--- src/rtl/riscv_unified_mem_sequencer_if.sv ---
// Shared single-ported memory bus between the multi-cycle sequencer (master)
// and a variable-latency memory (slave).
interface riscv_unified_mem_sequencer_if;
    logic        memReq;
    logic        memWe;
    logic [31:0] memAddr;
    logic [31:0] memWdata;
    logic [31:0] memRdata;
    logic        memReady;

    modport master (
        output memReq, memWe, memAddr, memWdata,
        input  memRdata, memReady
    );

    modport slave (
        input  memReq, memWe, memAddr, memWdata,
        output memRdata, memReady
    );
endinterface

--- src/rtl/riscv_unified_mem_sequencer.sv ---
// Multi-cycle fetch/data sequencer that runs the RISC-V datapath against one
// shared variable-latency memory and emits a one-cycle commit per instruction.
module riscv_unified_mem_sequencer (
    input  logic                                  clk,
    input  logic                                  rst,
    input  logic [31:0]                           pc,
    input  logic [31:0]                           aluOut,
    input  logic [31:0]                           rs2,
    input  logic                                  memoryReadEnable,
    input  logic                                  memoryWriteEnable,
    output logic [31:0]                           instruction,
    output logic [31:0]                           memoryOut,
    output logic                                  commit,
    output logic                                  misaligned,
    output logic [31:0]                           retired,
    riscv_unified_mem_sequencer_if.master         mem
);

    typedef enum logic [1:0] {
        S_FETCH     = 2'd0,
        S_DECODE    = 2'd1,
        S_DATA      = 2'd2,
        S_WRITEBACK = 2'd3
    } state_t;

    state_t      r_state;
    state_t      w_next;
    logic [31:0] r_instruction;
    logic [31:0] r_memoryOut;
    logic        r_misaligned;
    logic [31:0] r_retired;

    logic        w_req;
    logic        w_we;
    logic [31:0] w_addr;
    logic [31:0] w_wdata;
    logic        w_commit;
    logic        w_memEn;
    logic        w_aligned;
    logic        w_xfer;

    assign w_memEn   = memoryReadEnable | memoryWriteEnable;
    assign w_aligned = (aluOut[1:0] == 2'b00);
    assign w_xfer    = w_req & mem.memReady;

    always_ff @(posedge clk or posedge rst) begin
        if (rst) begin
            r_state <= S_FETCH;
        end else begin
            r_state <= w_next;
        end
    end

    always_comb begin
        w_next = r_state;
        case (r_state)
            S_FETCH:     if (w_xfer) w_next = S_DECODE;
            S_DECODE: begin
                if (!w_memEn)       w_next = S_FETCH;
                else if (w_aligned) w_next = S_DATA;
                else                w_next = S_WRITEBACK;
            end
            S_DATA:      if (w_xfer) w_next = S_WRITEBACK;
            S_WRITEBACK: w_next = S_FETCH;
            default:     w_next = S_FETCH;
        endcase
    end

    // Everything on the bus is forced quiet while rst is high, so a request
    // is withdrawn asynchronously even though the state register sits in FETCH.
    always_comb begin
        w_req    = 1'b0;
        w_we     = 1'b0;
        w_addr   = 32'h0;
        w_wdata  = 32'h0;
        w_commit = 1'b0;
        if (!rst) begin
            case (r_state)
                S_FETCH: begin
                    w_req  = 1'b1;
                    w_addr = pc;
                end
                S_DECODE: begin
                    w_commit = ~w_memEn;
                end
                S_DATA: begin
                    w_req   = 1'b1;
                    w_we    = memoryWriteEnable;
                    w_addr  = aluOut;
                    w_wdata = rs2;
                end
                S_WRITEBACK: begin
                    w_commit = 1'b1;
                end
                default: ;
            endcase
        end
    end

    always_ff @(posedge clk or posedge rst) begin
        if (rst) begin
            r_instruction <= 32'h0000_0013;
            r_memoryOut   <= 32'h0;
            r_misaligned  <= 1'b0;
            r_retired     <= 32'h0;
        end else begin
            if (r_state == S_FETCH && w_xfer) begin
                r_instruction <= mem.memRdata;
            end
            if (r_state == S_DECODE && w_memEn && !w_aligned) begin
                r_memoryOut  <= 32'h0;
                r_misaligned <= 1'b1;
            end
            // A store wins over a simultaneous load, leaving the load register untouched.
            if (r_state == S_DATA && w_xfer && !memoryWriteEnable) begin
                r_memoryOut <= mem.memRdata;
            end
            if (w_commit) begin
                r_retired <= r_retired + 32'd1;
            end
        end
    end

    assign mem.memReq   = w_req;
    assign mem.memWe    = w_we;
    assign mem.memAddr  = w_addr;
    assign mem.memWdata = w_wdata;
    assign instruction  = r_instruction;
    assign memoryOut    = r_memoryOut;
    assign commit       = w_commit;
    assign misaligned   = r_misaligned;
    assign retired      = r_retired;

endmodule

--- src/flat_wrapper.sv ---
// flat-port wrapper written by rule: the top's interface ports become plain ports
module riscv_unified_mem_sequencer_flat 
  (clk, rst, pc, aluOut, rs2, memoryReadEnable, memoryWriteEnable, instruction, memoryOut, commit, misaligned, retired, mem_memReq, mem_memWe, mem_memAddr, mem_memWdata, mem_memRdata, mem_memReady);
  riscv_unified_mem_sequencer_if mem_i ();
  input  logic clk;
  input  logic rst;
  input  logic [31:0] pc;
  input  logic [31:0] aluOut;
  input  logic [31:0] rs2;
  input  logic memoryReadEnable;
  input  logic memoryWriteEnable;
  output logic [31:0] instruction;
  output logic [31:0] memoryOut;
  output logic commit;
  output logic misaligned;
  output logic [31:0] retired;
  output wire logic [$bits(mem_i.memReq)-1:0] mem_memReq;
  output wire logic [$bits(mem_i.memWe)-1:0] mem_memWe;
  output wire logic [$bits(mem_i.memAddr)-1:0] mem_memAddr;
  output wire logic [$bits(mem_i.memWdata)-1:0] mem_memWdata;
  input wire logic [$bits(mem_i.memRdata)-1:0] mem_memRdata;
  input wire logic [$bits(mem_i.memReady)-1:0] mem_memReady;
  assign mem_memReq = mem_i.memReq;
  assign mem_memWe = mem_i.memWe;
  assign mem_memAddr = mem_i.memAddr;
  assign mem_memWdata = mem_i.memWdata;
  assign mem_i.memRdata = mem_memRdata;
  assign mem_i.memReady = mem_memReady;
  riscv_unified_mem_sequencer u_core (.clk(clk), .rst(rst), .pc(pc), .aluOut(aluOut), .rs2(rs2), .memoryReadEnable(memoryReadEnable), .memoryWriteEnable(memoryWriteEnable), .instruction(instruction), .memoryOut(memoryOut), .commit(commit), .misaligned(misaligned), .retired(retired), .mem(mem_i));
endmodule
--- config.mk ---
export PLATFORM = sky130hd
export DESIGN_NAME = riscv_unified_mem_sequencer_flat
export DESIGN_NICKNAME = d
export VERILOG_FILES = /design/src/rtl/riscv_unified_mem_sequencer_if.sv /design/src/rtl/riscv_unified_mem_sequencer.sv /design/src/flat_wrapper.sv
export SDC_FILE = /design/constraint.sdc
export NUM_CORES = 1
export LEC_CHECK = 0
export ABC_AREA = 1
export BUFFER_PORTS_ARGS = -buffer_cell sky130_fd_sc_hd__clkbuf_2
export CORE_AREA = 3 3 115 117
export CTS_CLUSTER_SIZE = 10
export DETAILED_ROUTE_END_ITERATION = 12
export DIE_AREA = 0 0 118 120
export GPL_TIMING_DRIVEN = 0
export PLACE_DENSITY_LB_ADDON = 0.15
export SLEW_MARGIN = 20
export SYNTH_ARGS = -nofsm -noshare
export SYNTH_HDL_FRONTEND = slang
export SYNTH_SLANG_ARGS = --single-unit
--- constraint.sdc ---
create_clock -name clk -period 8.68 [get_ports clk]
set_input_delay 0.868 -clock clk [delete_from_list [all_inputs] [get_ports clk]]
set_output_delay 0.868 -clock clk [all_outputs]
set_load 0.02 [all_outputs]
# After elaboration in Yosys (flattened, before gate mapping)
# Cells that the tools add are included.
[word_totals]
register_bits = 99
output_inout_bits = 164
latchBits = 0
n_memories = 0
word_cells = 43
ram_bits = 0
input_bits = 133
rom_bits = 0
[op_classes]
n_mux = 17
order_cmp = 0
addsub = 1
mul = 0
n_eq_ne = 5
reduce_logical = 12
div = 0
shift = 0
n_bitwise = 3
[ops]
columns = ["operator", "count"]
rows = [
  ["$mux W32", 5],
  ["$pmux W32 S2", 1],
  ["$add A32 B1 Y32 const B", 1],
  ["$pmux W2 S4", 1],
  ["$mux W1", 6],
  ["$mux W2", 3],
  ["$logic_and A1 B1 Y1", 5],
  ["$eq A2 B2 Y1 const B", 2],
  ["$logic_not A2 Y1", 2],
  ["$ne A2 B1 Y1 const B", 2],
  ["$eq A2 B1 Y1 const B", 1],
  ["$logic_not A1 Y1", 2],
  ["$pmux W1 S2", 1],
  ["$reduce_and A2 Y1", 1],
  ["$reduce_bool A2 Y1", 1],
  ["$reduce_or A2 Y1", 1],
  ["$and A1 B1 Y1", 1],
  ["$not A1 Y1", 1],
  ["$or A1 B1 Y1", 1],
]

# Longest topological paths before layout
# Gate-level depths: netlist of run 1.
[logic_depth]
word_depth = 8
mapped_depth = 9
mapped_depth_nobuf = 9

# Least setup slack after synthesis of run 1
# Ideal clock, no wire load.
[synth_timing]
path_type = "in2out"
start = "in rst"
end = "out mem_memWdata[10]"
path_buffers = 2
t_arrival_ns = 1.838
t_required_ns = 7.812
cell_stages = 5
setup_slack_ns = 5.974
path_cell_list = "buf_4 -> nor2_4 -> nand2_1 -> clkbuf_1 -> nor2_1"
[synth_between]
elab_chain_cells = 1
[synth_rtl]
columns = ["item", "line_no", "text"]
rows = [
  ["start, declared", "flat_wrapper.sv:6", "input logic rst;"],
  ["$mux W32", "riscv_unified_mem_sequencer.sv:77", "if (!rst) begin"],
  ["end, declared", "flat_wrapper.sv:20", "output wire logic [$bits(mem_i.memWdata)-1:0] mem_memWdata;"],
]
# Every way passes these cells.

# Final worst setup path of run 1
[layout_timing]
start = "in rst"
end = "out mem_memWdata[1]"
# Same word-level chain as after synthesis.

==> results of run 1 <==
-- stage by stage --
| step | instances | setup slack [ns] |
|---|---|---|
| 6_report | 1176 | 5.875 |
| 5_1_grt | 1176 | 5.745 |
| 4_1_cts | 1176 | 5.885 |
| 3_5_place_dp | 1160 | 5.886 |
| 3_3_place_gp | 1159 | 3.594 |
| 2_1_floorplan | 692 | 4.860 |
-- worst paths after layout --
kind	end	slack, ns	cells past startpoint
max in group asynchronous	u_core.instruction[1]	7.06	4
hold / removal	u_core.misaligned	0.48	1
min in group asynchronous	u_core.r_state[0]	0.96	3
setup reg to reg	u_core.retired[30]	7.12	7
setup / recovery	mem_memWdata[1]	5.87	6
hold reg to reg	u_core.misaligned	0.48	1
-- cells in the final DEF (no fill, tap or decap), types with 3 or more instances in the layout --
master	n
sky130_fd_sc_hd__clkbuf_2	295
sky130_fd_sc_hd__nand2_1	154
sky130_fd_sc_hd__inv_1	98
sky130_fd_sc_hd__dfrtp_1	96
sky130_fd_sc_hd__nand3_1	86
sky130_fd_sc_hd__nor2_1	70
sky130_fd_sc_hd__o21ai_0	35
sky130_fd_sc_hd__a21oi_1	32
sky130_fd_sc_hd__o21ai_1	30
sky130_fd_sc_hd__clkbuf_1	14
sky130_fd_sc_hd__buf_2	13
sky130_fd_sc_hd__xor2_1	9
sky130_fd_sc_hd__clkbuf_16	9
sky130_fd_sc_hd__nand4_1	8
sky130_fd_sc_hd__xnor2_1	6
sky130_fd_sc_hd__inv_2	5
sky130_fd_sc_hd__buf_4	4
sky130_fd_sc_hd__nor2_4	4
sky130_fd_sc_hd__buf_1	4
sky130_fd_sc_hd__clkbuf_8	4
sky130_fd_sc_hd__nor2_2	3
sky130_fd_sc_hd__nand3b_1	3
sky130_fd_sc_hd__dfstp_2	3
-- synthesized netlist by cell type (all sizes together) --
master	count
xor2	9
xnor2	6
nand3b	3
and2	1
nand2	158
nand4	8
dfrtp	96
ha	1
nor2	79
or2	2
dfstp	3
inv	104
nor3	2
nand3	86
buf	21
o21bai	1
a21oi	32
o21ai	66
clkbuf	14
-- layout make-up --
class                      instances  area (µm²)
buffer                            35       162.7
clock buffer                      13       280.3
clock inverter                     3       28.78
fill                            1275        5231
inverter                         104       395.4
multi-input combinational        454        2167
sequential                        99        2481
tap                              172       215.2
timing repair buffer             296        1504
-- flip-flops by register name (all words and copies together), names as in the netlist, named ones only --
signal and cells:
u_core.r_state 1, u_core.memoryOut 32, u_core.retired 32, u_core.instruction 32, u_core.misaligned 1
-- where the power goes --
part	internal, mW	switching [mW]	total [mW]
clock network	0.229	0.175	0.405
logic	0.273	0.581	0.853
registers	0.608	0.0903	0.698
total	1.11	0.846	1.96
-- cell families after synthesis --
group           Yosys count  share of synthesized area [%]
compound gates           99                          9.646
xor+xnor                 15                          2.526
fa+ha+maj                 1                         0.2405
buf+inv                 139                          10.63
flops                    99                          47.70
simple gates            339                          29.25
-- layer usage --
layer  part of all wire, %  vias to the layer above  wire length [µm]
met1                    43                     2442              7134
met2                    49                      176              8252
li1                      -                     2787                 -
met5                     0                        -                 0
met3                   6.0                       18              1004
met4                   1.8                        0               297
==> PnR_summary.wiki, run 1 <==
{| class="wikitable"
! Metric !! Value
|-
| Run status || completed
|-
| Total wirelength of the detailed-routed design || 16690 µm
|-
| Iteration-0 DRC Markers || 274
|-
| Reg2Reg Launch Point || u_core.retired[8]
|-
| Largest fanout of any net on the critical path || 10
|-
| GRT busiest layer || met2
|-
| Met1 layer usage reported by global route || 30.48%
|-
| Achievable Freq || 356.5 MHz
|-
| Total number of vias || 5423
|-
| Path category of the worst min-delay check || register to register
|-
| Root buffer selected by CTS || sky130_fd_sc_hd__clkbuf_16
|-
| Proportion of synthesized chip area in sequential cells || 47.70%
|-
| Final weighted congestion of routability-driven global placement || 0.8359
|-
| Post-Route Setup TNS || 0 ns
|-
| Share of layout cells above drive strength 1 || 35.46%
|-
| Bufs and invs on worst path || 3
|-
| Setup skew after layout || 0.009618 ns
|-
| Share of the clock period used by the worst path after layout || 32.32%
|-
| H-tree levels || 3
|-
| Wire length of the first global-routing pass || 27030 µm
|-
| Ratio of routed vias to standard cells || 4.611
|-
| Area delta synth->final || 39.09%
|-
| Final Instance Area || 0.007234 mm²
|-
| Nature of the critical path startpoint || primary input
|-
| Port buffer count || 295
|-
| Top post-synthesis cells by area || sky130_fd_sc_hd__dfrtp_1 (46%), sky130_fd_sc_hd__nand2_1 (11%), sky130_fd_sc_hd__nand3_1 (8.3%), sky130_fd_sc_hd__inv_1 (7.1%), sky130_fd_sc_hd__nor2_1 (5.1%)
|-
| Met2 usage in global routing || 39.60%
|-
| Path type of the worst setup path || primary input to output port
|-
| Initial core utilization || 41.72%
|-
| Die Footprint || 0.01416 mm²
|-
| Netlist cell types || 29
|-
| Number of remaining DRC errors || 0
|-
| Antenna diode count || 0
|-
| DR pass1 iterations || 4
|-
| Hold Vio Cnt, Final || 0
|-
| Maximum buffer depth of the clock tree || 2
|-
| Total power density per cell area || 270.4 mW/mm²
|-
| TritonCTS clock tree || done
|-
| Number of warnings printed during yosys synthesis || 0
|-
| Instance count of the mapped netlist || 692
|-
| Largest net degree at the start of global routing || 60
|-
| Biggest cell delay along the critical path || 0.25 ns
|-
| Clock input transition at the sequential cells of the worst setup and hold paths || 0.07 ns
|-
| Area of the core || 0.01247 mm²
|-
| Number of synthesized register bits || 99
|-
| Peak supply drop || 0.1580 mV
|-
| Share of the synthesized area in the top cell type || 46.19%
|-
| Overall routing resource usage || 23.46%
|-
| Data required time of the critical path || 7.81 ns
|-
| Category of the worst setup path capture point || output port
|-
| Cts-stage hold buffer count || 0
|-
| Synthesized netlist net count || 826
|-
| Worst hold margin || 0.4778 ns
|-
| Inserted Clock Buffers || 9
|-
| Final Total Pwr || 1.956 mW
|-
| Slew of the pin with the lowest slew margin || 0.6011 ns
|-
| Initial antenna violation count || 0
|-
| Setup repair after global routing missed its margin || no
|-
| Horizontal die dimension || 118 µm
|-
| Headroom to the max-slew limit || 59.93%
|-
| Quantity of gates resized following cts || 0
|-
| Cell family with most CP delay || buffers and inverters
|-
| Cell type with the largest total area after synthesis || sky130_fd_sc_hd__dfrtp_1
|-
| Met3 layer usage reported by global route || 5.796%
|-
| Post-CTS repair timing setup buffer count || 0
|-
| Leakage power summed over all cells || 4.144 nW
|-
| Synthesized cell area || 0.005201 mm²
|-
| Max-cap check violation count || 0
|-
| End-of-flow core utilization || 58.03%
|-
| Slowest CP cell || sky130_fd_sc_hd__clkbuf_1
|-
| Clock period minus worst slack || 2.805 ns
|-
| Number of setup violations in the final report || 0
|-
| Final net count || 1133
|-
| Total gr overflow || 0
|-
| Die Y || 120 µm
|-
| Mean routed wirelength per cell || 14.19 µm
|-
| Crit path arrival time || 1.94 ns
|-
| Beginning of the worst hold path || u_core.misaligned
|-
| Mean instance size in the synthesized netlist || 7.516 µm²
|-
| Via count of the first global-routing pass || 5337
|-
| Cell area reported after detailed placement || 0.006925 mm²
|-
| Count of antenna-violating nets left after detailed routing || 0
|-
| HPWL reported at the end of detailed placement || 13240 µm
|-
| Launching element of the worst setup path || rst
|-
| Critical path cell sequence || buf_4 -> nor2_4 -> nand2_1 -> clkbuf_1 -> nor2_1 -> clkbuf_2
|-
| Number of primary I/O pins || 297
|-
| Number of slew-limit violations in the final report || 0
|-
| Count of standard-cell rows || 41
|-
| Clock insertion delay at the later pin of the skew report || 0.33 ns
|-
| Clk sink count || 99
|}
No activity file was read; power rests on OpenSTA's default activity.
==> run 2: changes to the inputs <==
--- a/config.mk
+++ b/config.mk
@@ -5,12 +5,12 @@
 export SDC_FILE = /design/constraint.sdc
 export NUM_CORES = 1
 export LEC_CHECK = 0
-export ABC_AREA = 1
+export ABC_AREA = 0
 export BUFFER_PORTS_ARGS = -buffer_cell sky130_fd_sc_hd__clkbuf_2
-export CORE_AREA = 3 3 115 117
+export CORE_MARGIN = 3
+export CORE_UTILIZATION = 38
 export CTS_CLUSTER_SIZE = 10
 export DETAILED_ROUTE_END_ITERATION = 12
-export DIE_AREA = 0 0 118 120
 export GPL_TIMING_DRIVEN = 0
 export PLACE_DENSITY_LB_ADDON = 0.15
 export SLEW_MARGIN = 20
==> constraint.sdc (replaced) <==
create_clock -name clk -period 2.27 [get_ports clk]
set_input_delay 0.227 -clock clk [delete_from_list [all_inputs] [get_ports clk]]
set_output_delay 0.227 -clock clk [all_outputs]
set_load 0.02 [all_outputs]
==> run 2 against run 1 <==
Via count shrank 19%; area after synthesis shrank 13%; clock power grew to 3.7 times the previous value; register-to-register slack lost 7.0 ns; sequential power grew to 3.9 times the previous value; final cell count shrank 27%; combinational power grew to 4.0 times the previous value; total power grew to 3.9 times the previous value; design area shrank 6.8%; non-clock buffer count grew 2; setup slack lost 5.8 ns; synthesized cell count shrank 44%.
==> PnR_summary.wiki, run 2 <==
{| class="wikitable"
! Metric !! Value
|-
| Run status || completed
|-
| Port buffer count || 296
|-
| Flip-flop cell with the highest count after synthesis || sky130_fd_sc_hd__dfrtp_1
|-
| Sequential cell fraction of total power || 35.5%
|-
| Horizontal die dimension || 115.4 µm
|-
| Number of remaining DRC errors || 0
|-
| Leakage power summed over all cells || 3.774 nW
|-
| Path type of the worst setup path || register to output port
|-
| Slowest CP cell || sky130_fd_sc_hd__dfrtp_1
|-
| Setup repair after global routing missed its margin || no
|-
| Logic pwr share || 44.9%
|-
| Max-cap check violation count || 0
|-
| Wire length of the first global-routing pass || 24890 µm
|-
| Setup skew after layout || 0.008746 ns
|-
| Cell types with the highest counts after synthesis || sky130_fd_sc_hd__dfrtp_1 (96), sky130_fd_sc_hd__nor2_1 (39), sky130_fd_sc_hd__and3_1 (36)
|-
| Total power density per cell area || 1139 mW/mm²
|-
| Share of synthesized registers carrying an async set or reset || 100.0%
|-
| Headroom to the max-slew limit || 54.96%
|-
| Beginning of the worst hold path || mem_memRdata[10]
|-
| TritonCTS clock tree || done
|-
| Number of setup violations in the final report || 0
|-
| Count of standard-cell rows || 39
|-
| Ratio of routed vias to standard cells || 5.097
|-
| HPWL reported at the end of detailed placement || 14120 µm
|-
| Initial core utilization || 39.35%
|-
| Share of the clock period used by the worst path after layout || 94.71%
|-
| Number of warnings printed during yosys synthesis || 0
|-
| Proportion of synthesized chip area in sequential cells || 54.52%
|-
| Critical path cell sequence || buf_6 -> buf_4 -> clkbuf_2 -> clkbuf_4 -> mux2i_1 -> nor2_1 -> clkbuf_2
|-
| Largest fanout of any net on the critical path || 10
|-
| Count of antenna-violating nets left after detailed routing || 0
|-
| Number of synthesized register bits || 99
|-
| Via count of the first global-routing pass || 4306
|-
| Setup Slack @ Placement || -0.2799 ns
|-
| Clock input transition at the sequential cells of the worst setup and hold paths || 0.07 ns
|-
| Share of the synthesized area in the top cell type || 52.79%
|-
| Clk pwr share || 19.6%
|-
| Net switching fraction of the power || 40.03%
|-
| Largest net degree at the start of global routing || 36
|-
| Data required time of the critical path || 2.04 ns
|-
| Cell type with the largest total area after synthesis || sky130_fd_sc_hd__dfrtp_1
|-
| Nature of the critical path startpoint || register
|-
| Crit path arrival time || 1.92 ns
|-
| H-tree levels || 3
|-
| Bufs and invs on worst path || 5
|-
| Synthesized netlist net count || 521
|-
| Final weighted congestion of routability-driven global placement || 0.8266
|-
| Achievable Freq || 465.1 MHz
|-
| Mean instance size in the synthesized netlist || 11.76 µm²
|-
| Total number of vias || 4383
|-
| Leading cell type by number of instances after synthesis || sky130_fd_sc_hd__dfrtp_1
|-
| Most common cell after layout, fill and taps aside || sky130_fd_sc_hd__clkbuf_2
|-
| Total wirelength of the detailed-routed design || 17240 µm
|-
| Hold Vio Cnt, Final || 0
|-
| Net switching power figure || 3.074 mW
|-
| Internal || 4.606 mW
|-
| Maximum buffer depth of the clock tree || 2
|-
| Clock period minus worst slack || 2.150 ns
|-
| Final Instance Area || 0.006743 mm²
|-
| Count of flip-flops with a built-in enable after synthesis || 0
|-
| Synthesized cell area || 0.004551 mm²
|-
| Iteration-0 DRC Markers || 247
|-
| Instance count of the mapped netlist || 387
|-
| Slew of the pin with the lowest slew margin || 0.6756 ns
|-
| Area delta synth->final || 48.17%
|-
| Number of filler cells placed in the layout || 1043
|-
| Smallest setup slack after layout || 0.1200 ns
|-
| Top post-synthesis cells by area || sky130_fd_sc_hd__dfrtp_1 (53%), sky130_fd_sc_hd__mux2_2 (8.4%), sky130_fd_sc_hd__mux2i_1 (7.0%), sky130_fd_sc_hd__a22o_1 (6.2%), sky130_fd_sc_hd__and3_1 (4.9%)
|-
| Mean routed wirelength per cell || 20.04 µm
|-
| Leading cell types in the layout, fill and taps excluded || sky130_fd_sc_hd__clkbuf_2 (303), sky130_fd_sc_hd__dfrtp_1 (96), sky130_fd_sc_hd__nor2_1 (37)
|-
| Peak supply drop || 0.7201 mV
|-
| Biggest cell delay along the critical path || 0.34 ns
|-
| Cell family with most CP delay || buffers and inverters
|-
| Category of the worst setup path capture point || output port
|-
| Overall routing resource usage || 25.24%
|-
| Final net count || 840
|-
| Share of layout cells above drive strength 1 || 54.79%
|-
| Die Y || 115.4 µm
|-
| Number of primary I/O pins || 297
|-
| Root buffer selected by CTS || sky130_fd_sc_hd__clkbuf_16
|-
| Path category of the worst min-delay check || primary input to register
|-
| Cell repeated most along the worst path || sky130_fd_sc_hd__clkbuf_2
|-
| Number of slew-limit violations in the final report || 0
|-
| DR pass1 iterations || 5
|-
| Inserted Clock Buffers || 9
|-
| Clk sink count || 99
|-
| End-of-flow core utilization || 58.30%
|-
| Total gr overflow || 0
|-
| Area of the core || 0.01156 mm²
|-
| Clock insertion delay at the later pin of the skew report || 0.34 ns
|-
| Cell area reported after detailed placement || 0.006287 mm²
|-
| Die Footprint || 0.01332 mm²
|-
| Netlist cell types || 30
|-
| Initial antenna violation count || 9
|}
==> run 2: cell types whose count changed in the layout (fill, tap and decap cells not counted), moves of 33 or more <==
cell,change
sky130_fd_sc_hd__nand2_1,-140
sky130_fd_sc_hd__nor2_1,-33
sky130_fd_sc_hd__inv_1,-98
sky130_fd_sc_hd__and3_1,+35
sky130_fd_sc_hd__o21ai_0,-35
sky130_fd_sc_hd__mux2_2,+34
sky130_fd_sc_hd__nand3_1,-74
==> run 2: cells by family after synthesis <==
group / synth area share (%)
and+or+nand+nor: 14.41
DFF: 54.52
buffers and inverters: 2.502
xor gates and xnor gates: 5.966
adders and majority gates: 0.2749
AOI/OAI and AO/OA: 6.874
muxes: 15.45
==> run 2: timing repair <==
item                                    4_1_cts  5_1_grt
hold endpoints to repair                     14        0
setup buffers                                 2        5
pin swaps                                     1        2
endpoints found under the setup margin       99       87
hold buffers                                  3        0
resized for setup                            14       12
==> run 2: layer usage <==
| layer | up-vias | share of wire, % | global-route usage [%] |
|---|---|---|---|
| met5 | - | 0.15 | 0 |
| met4 | 4 | 1.8 | 10.41 |
| met3 | 34 | 8.5 | 8.042 |
| met2 | 214 | 50 | 40.24 |
| met1 | 2111 | 40 | 31.88 |
| li1 | 2020 | - | - |
==> run 2: final timing paths <==
kind                                     endpoint  slack [ns]  depth (start not counted)
max                               mem_memAddr[29]        0.12                          7
min in group asynchronous     u_core.memoryOut[6]        0.56                          4
max reg2reg                    u_core.retired[31]        0.17                          7
max in group asynchronous  u_core.instruction[31]        0.63                          4
min reg2reg                     u_core.misaligned        0.48                          1
min                          u_core.memoryOut[10]        0.12                          2
==> run 2: layout make-up <==
| class | count | area [µm²] | area share [%] |
|---|---|---|---|
| Multi-Input combinational cell | 260 | 1991 | 29.52 |
| Inverter | 3 | 15.01 | 0.2227 |
| Antenna cell | 7 | 17.52 | 0.2598 |
| Sequential cell | 99 | 2481 | 36.80 |
| Tap cell | 143 | 178.9 | 2.654 |
| Clock buffer | 13 | 280.3 | 4.157 |
| Timing Repair Buffer | 309 | 1632 | 24.20 |
| Clock inverter | 2 | 17.52 | 0.2598 |
| Buffer | 24 | 130.1 | 1.930 |
==> run 2: through the flow <==
stage | hold slack [ns] | total power, mW | TNS [ns] | cells
2_1_floorplan | 0.3586 | 4.848 | -6.852 | 387
3_3_place_gp | 0.4548 | 6.044 | -40.87 | 826
3_5_place_dp | 0.2937 | 6.126 | -11.10 | 829
4_1_cts | 0.1089 | 7.682 | 0 | 849
5_1_grt | 0.1145 | 8.093 | 0 | 859
6_report | 0.1213 | 7.680 | 0 | 860
==> run 2: power groups by stage <==
stage	sequential (mW)	combinational (mW)	clock (mW)
detailed placement	2.74	3.39	0
global placement	2.71	3.33	0
CTS	2.71	3.43	1.54
finish	2.72	3.45	1.51
floorplan	3.40	1.45	0
global route	2.79	3.68	1.62
